--- config.mk ---
export PLATFORM = sky130hd
export DESIGN_NAME = pll_lock_sequencer
export DESIGN_NICKNAME = d
export VERILOG_FILES = /design/src/rtl/pll_lock_sequencer.sv
export SDC_FILE = /design/constraint.sdc
export NUM_CORES = 1
export LEC_CHECK = 0
export BUFFER_PORTS_ARGS = -buffer_cell sky130_fd_sc_hd__buf_4
export CAP_MARGIN = 20
export CORE_MARGIN = 5
export CORE_UTILIZATION = 50
export CTS_CLUSTER_DIAMETER = 120
export DETAILED_ROUTE_END_ITERATION = 6
export PLACE_DENSITY = 0.79
export SLEW_MARGIN = 20
export SYNTH_ARGS = -nofsm -noshare
export SYNTH_HDL_FRONTEND = slang
export SYNTH_SLANG_ARGS = --single-unit
--- constraint.sdc ---
create_clock -name clock_in -period 5.6 [get_ports clock_in]
set_input_delay 0 -clock clock_in [delete_from_list [all_inputs] [get_ports clock_in]]
set_output_delay 0 -clock clock_in [all_outputs]
set_load 0.01 [all_outputs]
--- src/rtl/pll_lock_sequencer.sv ---
// PLL bring-up sequencer: pulses PLL RESETB, waits for a stable LOCK, then releases the pixel-domain reset.
// Optional loss counter enabled with `define PLL_LOCK_SEQ_STATS_EN.
module pll_lock_sequencer #(
  parameter int RST_CYCLES    = 16,
  parameter int LOCK_TIMEOUT  = 8000,
  parameter int STABLE_CYCLES = 1600,
  parameter int MAX_RETRIES   = 3,
  parameter int CNT_W         = 14
) (
  input  logic       clock_in,
  input  logic       resetn,
  input  logic       pll_locked,
  output logic       pll_resetb,
  output logic       sys_resetn,
  output logic       ready,
  output logic       fault,
`ifdef PLL_LOCK_SEQ_STATS_EN
  output logic [7:0] loss_count,
`endif
  output logic [3:0] retries
);

  // state     | meaning
  // PLL_RST   | pll_resetb held low for RST_CYCLES
  // WAIT_LOCK | PLL released, waiting for synced lock or timeout
  // STABLE    | lock high, counting STABLE_CYCLES of continuous lock
  // RUN       | downstream reset released, ready high
  // FAULT     | retries exhausted; only resetn leaves
  typedef enum logic [2:0] {
    PLL_RST   = 3'd0,
    WAIT_LOCK = 3'd1,
    STABLE    = 3'd2,
    RUN       = 3'd3,
    FAULT     = 3'd4
  } state_t;

  localparam logic [CNT_W-1:0] RST_LAST    = CNT_W'(RST_CYCLES - 1);
  localparam logic [CNT_W-1:0] TIMEOUT_LAST = CNT_W'(LOCK_TIMEOUT - 1);
  localparam logic [CNT_W-1:0] STABLE_LAST = CNT_W'(STABLE_CYCLES - 1);
  localparam logic [3:0]       MAX_R       = 4'(MAX_RETRIES);

  state_t           state, state_next;
  logic [CNT_W-1:0] cnt, cnt_next;
  logic [3:0]       retries_next, retries_inc;
  logic             sync1, lk;

  always_ff @(posedge clock_in or negedge resetn) begin
    if (!resetn) begin
      sync1 <= 1'b0;
      lk    <= 1'b0;
    end else begin
      sync1 <= pll_locked;
      lk    <= sync1;
    end
  end

  assign retries_inc = (retries == MAX_R) ? retries : retries + 4'd1;

  always_comb begin
    state_next   = state;
    cnt_next     = cnt;
    retries_next = retries;
    case (state)
      PLL_RST: begin
        if (cnt == RST_LAST) begin
          cnt_next   = '0;
          state_next = WAIT_LOCK;
        end else begin
          cnt_next = cnt + 1'b1;
        end
      end
      WAIT_LOCK: begin
        // lock takes priority over a coincident timeout
        if (lk) begin
          cnt_next   = '0;
          state_next = STABLE;
        end else if (cnt == TIMEOUT_LAST) begin
          cnt_next     = '0;
          retries_next = retries_inc;
          state_next   = (retries_inc == MAX_R) ? FAULT : PLL_RST;
        end else begin
          cnt_next = cnt + 1'b1;
        end
      end
      STABLE: begin
        if (!lk) begin
          cnt_next   = '0;
          state_next = WAIT_LOCK;
        end else if (cnt == STABLE_LAST) begin
          cnt_next     = '0;
          retries_next = 4'd0;
          state_next   = RUN;
        end else begin
          cnt_next = cnt + 1'b1;
        end
      end
      RUN: begin
        if (!lk) begin
          cnt_next   = '0;
          state_next = PLL_RST;
        end
      end
      FAULT: begin
        state_next = FAULT;
      end
      default: begin
        cnt_next   = '0;
        state_next = PLL_RST;
      end
    endcase
  end

  // outputs registered from the next state so they change on the same edge as state
  always_ff @(posedge clock_in or negedge resetn) begin
    if (!resetn) begin
      state      <= PLL_RST;
      cnt        <= '0;
      retries    <= 4'd0;
      pll_resetb <= 1'b0;
      sys_resetn <= 1'b0;
      ready      <= 1'b0;
      fault      <= 1'b0;
    end else begin
      state      <= state_next;
      cnt        <= cnt_next;
      retries    <= retries_next;
      pll_resetb <= (state_next != PLL_RST) && (state_next != FAULT);
      sys_resetn <= (state_next == RUN);
      ready      <= (state_next == RUN);
      fault      <= (state_next == FAULT);
    end
  end

`ifdef PLL_LOCK_SEQ_STATS_EN
  always_ff @(posedge clock_in or negedge resetn) begin
    if (!resetn) begin
      loss_count <= 8'd0;
    end else if (state == RUN && state_next == PLL_RST && loss_count != 8'hFF) begin
      loss_count <= loss_count + 8'd1;
    end
  end
`endif

endmodule

* Word-level counts from Yosys, hierarchy flattened
Index checks and enable logic that the tools add are counted.
Cells by class: add/subtract/negate cells 2, multipliers 0, divide/modulo/power cells 0, order comparisons 0, equality and inequality tests 17, shift operators 0, mux-type cells 21, bitwise logic cells 1, reduce and logical (&&, ||, !) cells 6
Operator list (count):
- 2-to-1 mux 14 bit | 6
- one-hot mux 14 bit (5 select lines) | 1
- 2-to-1 mux 3 bit | 7
- 2-to-1 mux 4 bit | 5
- one-hot mux 3 bit (5 select lines) | 1
- adder 14 x 1 -> 14 bit (second input constant) | 1
- == test 14 x 11 -> 1 bit (second input constant) | 1
- == test 14 x 13 -> 1 bit (second input constant) | 1
- == test 14 x 4 -> 1 bit (second input constant) | 1
- inequality test 2 bit (second input constant) | 5
- == test 3 x 2 -> 1 bit (second input constant) | 3
- == test 4 x 2 -> 1 bit (second input constant) | 2
- one-hot mux 4 bit (2 select lines) | 1
- == test 3 bit (second input constant) | 2
- AND reduction 5 bit | 1
- adder 4 x 1 -> 4 bit (second input constant) | 1
- == test 3 x 1 -> 1 bit (second input constant) | 1
- zero test 3 bit | 1
- inequality test 3 bit (second input constant) | 1
- nonzero test 3 bit | 1
- AND reduction 2 bit | 1
- nonzero test 2 bit | 1
- logical AND 1 bit | 1
- inverter 1 bit | 1
Storage, ports and cells: flip-flop bits (word level) 26, bits in latches 0, bits in writable memories 0, memory bits (read-only) 0, bits of input ports 3, memories kept 0

* Depth between registers and ports, before layout
Gate-level depths: netlist of run 1.
depth after elaboration 9, gate-level depth with buffers 7, gate-level depth less buffers 6

* Least setup slack after synthesis of run 1
No wires, ideal clock.
path type register -> register, from register cnt[0], to register cnt[7], library setup time 135 ps, data arrival time 1664 ps, required time 5465 ps, path slack 3801 ps, stages on the path, launching flop included 8, path buffers 1, cell sequence dfrtp_1 > ha_1 > and4b_1 > nand4_1 > a22o_1 > buf_6 > o311ai_1 > o31ai_1
On the way: cells in the longest elaborated chain, start to end 4, elaborated cells between the ends (all ways) 10
RTL lines:
- from (decl) | RTL line 43 | logic [CNT_W-1:0] cnt, cnt_next;
- from (signal assigned) | RTL line 125 | cnt <= cnt_next;
- adder 14 x 1 -> 14 bit (tied with other cells) | RTL line 69, 82, 94
- 2-to-1 mux 14 bit, on equally long branches | RTL line 89, 77
- 2-to-1 mux 14 bit, on equally long branches | RTL line 86, 74
- one-hot mux 14 bit (5 select lines) (*) | RTL line 63 | case (state)
Every way passes the cells marked *; elsewhere a longest branch is shown, timed or not. A chain may end at the register's enable or synchronous reset.

* Final worst setup path of run 1
from register state[0], to register cnt[9]
On the way: cells in the longest elaborated chain, start to end 3, elaborated cells between the ends (all ways) 9
RTL lines:
- from (decl) | RTL line 42 | state_t state, state_next;
- from (signal assigned) | RTL line 124 | state <= state_next;
- == test 3 x 2 -> 1 bit / == test 3 bit (equally long branches) | RTL line 63
- inequality test 2 bit (no line) / inverter 1 bit (equally long branches)
- AND reduction 2 bit (no line)
Several ways; a longest one is shown, not always the timed one.

==> metrics.csv, run 1 <==
stage,metric,value,unit
global_routing,grt_pass1_wl,5460,um
synthesis,syn_area,1490,um2
placement,port_buffers,10,
floorplanning,dieArea,4170,um2
detailed_routing,drtIter0Drc,65,
critical_path,start_kind,flop,
floorplanning,initial_core_util,53.1,%
critical_path,crit_chain,inv_2 > nor4_2 > a21boi_2 > nor2_1 > o32ai_1,
final_layout,diodes,0,
cts,clock_path_buffers,2,
detailed_routing,wl_per_cell,14.8,um
timing,period_share,39.2,%
global_routing,grt_usage,16.2,%
synthesis,syn_area_per_cell,9.36,um2
synthesis,synthFlopType,dfrtp_1,
placement,place_congestion,0.875,
global_routing,grt_max_degree,27,
global_routing,gr-total-overflow,0,
timing,rsz0062_at_grt,no,
critical_path,crit_type,reg2reg,
status,run_status,"complete, no violations",
synthesis,ys_types,46,
detailed_routing,firstDrtPassIters,4,
synthesis,ys_async_sr_fraction,100,%
timing,fin_tns_setup,0,ps
synthesis,synthCells,159,
synthesis,synth_area_leader_cell,dfrtp_1,
critical_path,crit_fanout,14,
global_routing,antenna_found_initial,0,
timing,period_minus_slack,2200,ps
timing,hold_viol_final,0,
cts,clock-sinks,26,
floorplanning,die_height,64.6,um
timing,tightestPinTransition,860,ps
final_layout,layout.nets,174,
critical_path,ff2ff_setup_slack,3400,ps
final_layout,layout_commonest_cell,dfrtp_1,
timing,slew_viol_final,0,
synthesis,yosysSeqAreaShare,43.7,%
floorplanning,rows,19,
critical_path,slowest_delay,610,ps
floorplanning,die_x,64.6,um
critical_path,endpoint_kind,flop,
critical_path,cpMaxStageDelayCell,a21boi_2,
final_layout,layout-drive-gt1-share,12.5,%
synthesis,synth.net_count,164,
synthesis,synth_top_area_share,43.7,%
synthesis,ys_ff_latch,26,
job,cap_violations,0,
cts,ctsHoldBuffers,2,
floorplanning,ios,11,
timing,fin_skew,14.6,ps
detailed_routing,antenna_left,0,
hold_path,hold_class,in2async,
final_layout,area_delta_synth_final,9.33,%
synthesis,ys_warn_count,0,
pwr,peakVddDrop,180,uV
pwr,cellLeakagePower,0.697,nW
cts,cts_tree,done,
pwr,powerDensity,317,nW/um2
critical_path,crit_required,5820,ps
timing,fmax,455,MHz
cts,cts_max_level,1,
final_layout,fin_util,58.0,%
critical_path,rr_endpoint,cnt[9],
cts,cts_setup_buffers,0,
detailed_routing,via_per_inst,6.38,
synthesis,synth_top_cells_by_area,"dfrtp_1 44%, nand2_1 5.0%, nor3_1 4.4%",
placement,dp_hpwl,2180,um
cts,cts_made_buffers,3,
timing,finalSetupViolCount,0,
cts,cts_resized,0,
critical_path,reg2reg_depth,5,
timing,slew_headroom,42.6,%
cts,clk_latency,320,ps
cts,clkTransAtPathRegs,140,ps
synthesis,synth_edf_count,0,
critical_path,cp_data_arrival_time,2410,ps
critical_path,r2r-start,state[0],
final_layout,most-common-layout-cells,"26 x dfrtp_1, 20 x nand2_1, 13 x nor3_1",
detailed_routing,route.detailed.drc,0,
global_routing,first_global_vias,1223,
floorplanning,core,2810,um2
detailed_routing,dr_total_vias,1270,
cts,root_buffer,clkbuf_4,
detailed_routing,finalWirelength,2950,um
cell usage after synthesis, types with 3 or more instances:
master   count
o21ai_0      4
nand2_1     20
o21ai_1      9
nor2b_1      4
and4_1       3
nand4_1      5
inv_1        3
mux2i_1      4
o31ai_1      4
buf_4        3
and3_1       6
nor2_1       7
nor3_1      13
dfrtp_1     26
nand3_1      7
flip-flops by register name, indices dropped and copies added, names as in the netlist:
| name | cells |
|---|---|
| retries | 4 |
| lk | 1 |
| fault | 1 |
| cnt | 14 |
| pll_resetb | 1 |
| ready | 1 |
| sync1 | 1 |
| state | 3 |
critical path, delay by kind of cell, from the launching register on:
kind                   cells  cell delay, ps
and+or+nand+nor            2             590
DFF                        1             510
buffers and inverters      1              80
AOI/OAI and AO/OA          2             920
cells by family after synthesis:
kind of cell	Yosys count	synth area share, %
multiplexers	4	2.69
buffers and inverters	11	4.20
AO/OA/AOI/OAI	39	18.2
adder cells (fa/ha/maj)	2	1.68
flip-flops	26	43.7
AND/OR/NAND/NOR	77	29.5
stage by stage:
step / hold WS, ps / cell area [um2] / instances / power, mW / setup WS [ps]
global placement: -81.1 / 1560 / 193 / 0.386 / 3550
detailed placement: -70.6 / 1560 / 193 / 0.392 / 3470
finish: 101 / 1630 / 199 / 0.516 / 3400
CTS: 98.7 / 1630 / 199 / 0.520 / 3430
global route: 93.5 / 1630 / 199 / 0.560 / 3240
floorplan: -296 / 1490 / 159 / 0.367 / 3800
routing by layer:
metal | wire (um) | track usage [%]
met2 | 1390 | 25.3
met4 | 44 | 6.33
met5 | 0 | 0
met1 | 1360 | 22.0
met3 | 155 | 3.63
worst max-delay path by stage:
| stage | from | to | slack (ps) |
|---|---|---|---|
| after floorplan | cnt[0] | cnt[7] | 3800 |
| after global placement | state[0] | cnt[9] | 3550 |
| after detailed placement | state[0] | cnt[9] | 3470 |
| after CTS | state[0] | cnt[9] | 3430 |
| after global routing | cnt[0] | cnt[9] | 3240 |
| final | state[0] | cnt[9] | 3400 |
layout make-up:
cell class              count  area [um2]
inverters                   4        15.0
repair buffers             12        95.1
multi-input cells         122         776
clock inverters             1        30.0
flip-flops and latches     26         651
fillers                   244        1180
clock buffers               3        22.5
well taps                  31        38.8
report_power, final:
group          internal [mW]  total [mW]  switching, mW  leakage, nW
registers              0.213       0.244         0.0305        0.351
logic                 0.0526       0.147         0.0942        0.318
clock network         0.0723       0.125         0.0528       0.0279
total                  0.338       0.516          0.177        0.697
No activity file was read; power rests on OpenSTA's default activity.
==> run 2: changes to the inputs <==
clock period = 2.3 ns   (was 5.6 ns; I/O delays follow)
==> run 2 against run 1 <==
Compared with the run above:
- fmax increased by 1.7%
- non-clock buffer count increased by 1
- utilization increased by 0.54 points
- total power increased by 150%
- critical path type unchanged
==> metrics.csv, run 2 (synthesized netlist as in run 1, its figures left out) <==
stage,metric,value,unit,change
hold_path,hold_class,in2async,,unchanged
cts,cts_setup_buffers,0,,unchanged
floorplanning,initial_core_util,53.1,%,unchanged
timing,tightestPinTransition,517,ps,was 860 ps
detailed_routing,via_per_inst,6.43,,was 6.38
pwr,p_switching,0.439,mW,was 0.177 mW
critical_path,r2r-start,cnt[0],,was state[0]
global_routing,top_usage_layer,met2,,unchanged
timing,hold_viol_final,0,,unchanged
cts,root_buffer,clkbuf_4,,unchanged
placement,post_dp_cell_area,1560,um2,about the same
timing,period_share,94.0,%,was 39.2%
cts,clock_path_buffers,2,,unchanged
detailed_routing,firstDrtPassIters,5,,was 4
global_routing,gr-total-overflow,0,,unchanged
timing,hold_ws,104,ps,was 101 ps
final_layout,fill_cells,232,,was 244
global_routing,grt_usage,15.7,%,was 16.2%
placement,dp_hpwl,2130,um,was 2180 um
pwr,powerDensity,770,nW/um2,was 317 nW/um2
floorplanning,ios,11,,unchanged
global_routing,antenna_found_initial,0,,unchanged
floorplanning,dieArea,4170,um2,unchanged
global_routing,grt_pass1_wl,5270,um,was 5460 um
cts,cts_tree,done,,unchanged
placement,port_buffers,10,,unchanged
final_layout,fin_util,58.6,%,was 58.0%
detailed_routing,drtIter0Drc,65,,unchanged
placement,place_congestion,0.877,,was 0.875
detailed_routing,dr_total_vias,1285,,was 1270
final_layout,design_area,1640,um2,was 1630 um2
critical_path,ff2ff_setup_slack,140,ps,was 3400 ps
timing,period_minus_slack,2160,ps,was 2200 ps
critical_path,crit_fanout,14,,unchanged
pwr,pwr-share-clk,24.6,%,was 24.3%
timing,slew_viol_final,0,,unchanged
final_layout,largest_register_ffs,14,,unchanged
pwr,pwr-share-comb,28.4,%,was 28.5%
timing,finalSetupViolCount,0,,unchanged
final_layout,reg_top3,"cnt: 14 flops, retries: 4 flops, state: 3 flops",,unchanged
cts,clock-sinks,26,,unchanged
final_layout,area_delta_synth_final,10.3,%,was 9.33%
pwr,p_int,0.827,mW,was 0.338 mW
timing,rsz0062_at_grt,no,,unchanged
floorplanning,die_height,64.6,um,unchanged
pwr,peakVddDrop,428,uV,was 180 uV
critical_path,reg2reg_depth,6,,was 5
critical_path,cp_data_arrival_time,2360,ps,was 2410 ps
floorplanning,rows,19,,unchanged
detailed_routing,route.detailed.drc,0,,unchanged
timing,fin_tns_setup,0,ps,unchanged
floorplanning,die_x,64.6,um,unchanged
status,run_status,"complete, no violations",,unchanged
critical_path,endpoint_kind,flop,,unchanged
cts,cts_made_buffers,3,,unchanged
critical_path,rr_endpoint,cnt[9],,unchanged
pwr,pwr-share-seq,47.0,%,was 47.3%
global_routing,grt_max_degree,27,,unchanged
floorplanning,core,2810,um2,unchanged
final_layout,layout.nets,175,,was 174
global_routing,use_met1,21.8,%,was 22.0%
final_layout,layout-drive-gt1-share,13.0,%,was 12.5%
timing,fmax,463,MHz,was 455 MHz
final_layout,most-common-layout-cells,"26 x dfrtp_1, 20 x nand2_1, 13 x nor3_1",,unchanged
pwr,sw_frac_of_total,34.7,%,was 34.4%
job,cap_violations,0,,unchanged
global_routing,gr-usage-met2,25.6,%,was 25.3%
cts,clkTransAtPathRegs,140,ps,about the same
critical_path,crit_type,reg2reg,,unchanged
critical_path,start_kind,flop,,unchanged
global_routing,first_global_vias,1158,,was 1223
cts,clk_latency,320,ps,about the same
final_layout,top_register,cnt,,unchanged
final_layout,layout_commonest_cell,dfrtp_1,,unchanged
detailed_routing,finalWirelength,3000,um,was 2950 um
timing,fin_skew,6.00,ps,was 14.6 ps
global_routing,met3_usage,2.59,%,was 3.63%
cts,cts_max_level,1,,unchanged
detailed_routing,wl_per_cell,15.0,um,was 14.8 um
critical_path,crit_required,2500,ps,was 5820 ps
detailed_routing,antenna_left,0,,unchanged
pwr,cellLeakagePower,0.702,nW,was 0.697 nW
timing,slew_headroom,65.5,%,was 42.6%
final_layout,diodes,0,,unchanged
==> run 2: cell count changes in the layout (fill, tap and decap cells not counted), sizes merged <==
cell  change
buf       +1
==> run 2: per-layer routing <==
metal  vias up  wire (um)  part of all wire, %
li1        624          -                    -
met1       614       1390                   46
met2        45       1400                   47
met3         2        192                  6.4
met4         0         16                 0.53
met5         -          0                    0
==> run 2: worst max-delay path by stage <==
| stage | start | to | slack (ps) |
|---|---|---|---|
| 2_1_floorplan | cnt[0] | cnt[7] | 500 |
| 6_report | cnt[0] | cnt[9] | 140 |
| 4_1_cts | state[0] | cnt[9] | 130 |
| 3_3_place_gp | state[0] | cnt[9] | 250 |
| 5_1_grt | cnt[0] | cnt[5] | 40 |
| 3_5_place_dp | state[0] | cnt[9] | 160 |
==> run 2: cell type report <==
class                      instances  area [um2]  share of cell area, %
tap                               31        38.8                   2.36
timing repair buffer              13         103                   6.25
clock buffer                       3        22.5                   1.37
sequential                        26         651                   39.6
clock inverter                     1        30.0                   1.83
inverter                           4        15.0                  0.914
multi-input combinational        122         783                   47.7
==> run 2: timing repair <==
action,in CTS,in global routing
hold buffers,2,0
setup endpoints to repair,0,1
gates resized for setup,0,1
hold endpoints to repair,27,0
==> run 2: worst max-delay path, stage by stage, from the launching register on <==
cell and delay [ps]:
dfrtp_1 410, ha_1 250, nand3_1 160, nor4_2 500, a21boi_4 210, nor3_4 390
o32ai_1 130
==> run 2: through the flow <==
| step | setup WS [ps] | total power, mW | cells |
|---|---|---|---|
| 2_1_floorplan | 501 | 0.893 | 159 |
| 3_3_place_gp | 246 | 0.941 | 194 |
| 3_5_place_dp | 160 | 0.949 | 194 |
| 4_1_cts | 131 | 1.26 | 200 |
| 5_1_grt | 39.2 | 1.35 | 200 |
| 6_report | 139 | 1.27 | 200 |
==> run 2: power by group through the flow <==
| stage | clock [mW] | combinational, mW | sequential (mW) |
|---|---|---|---|
| floorplan | 0 | 0.319 | 0.574 |
| global placement | 0 | 0.343 | 0.598 |
| detailed placement | 0 | 0.347 | 0.602 |
| CTS | 0.319 | 0.352 | 0.592 |
| global route | 0.344 | 0.403 | 0.608 |
| finish | 0.311 | 0.360 | 0.595 |
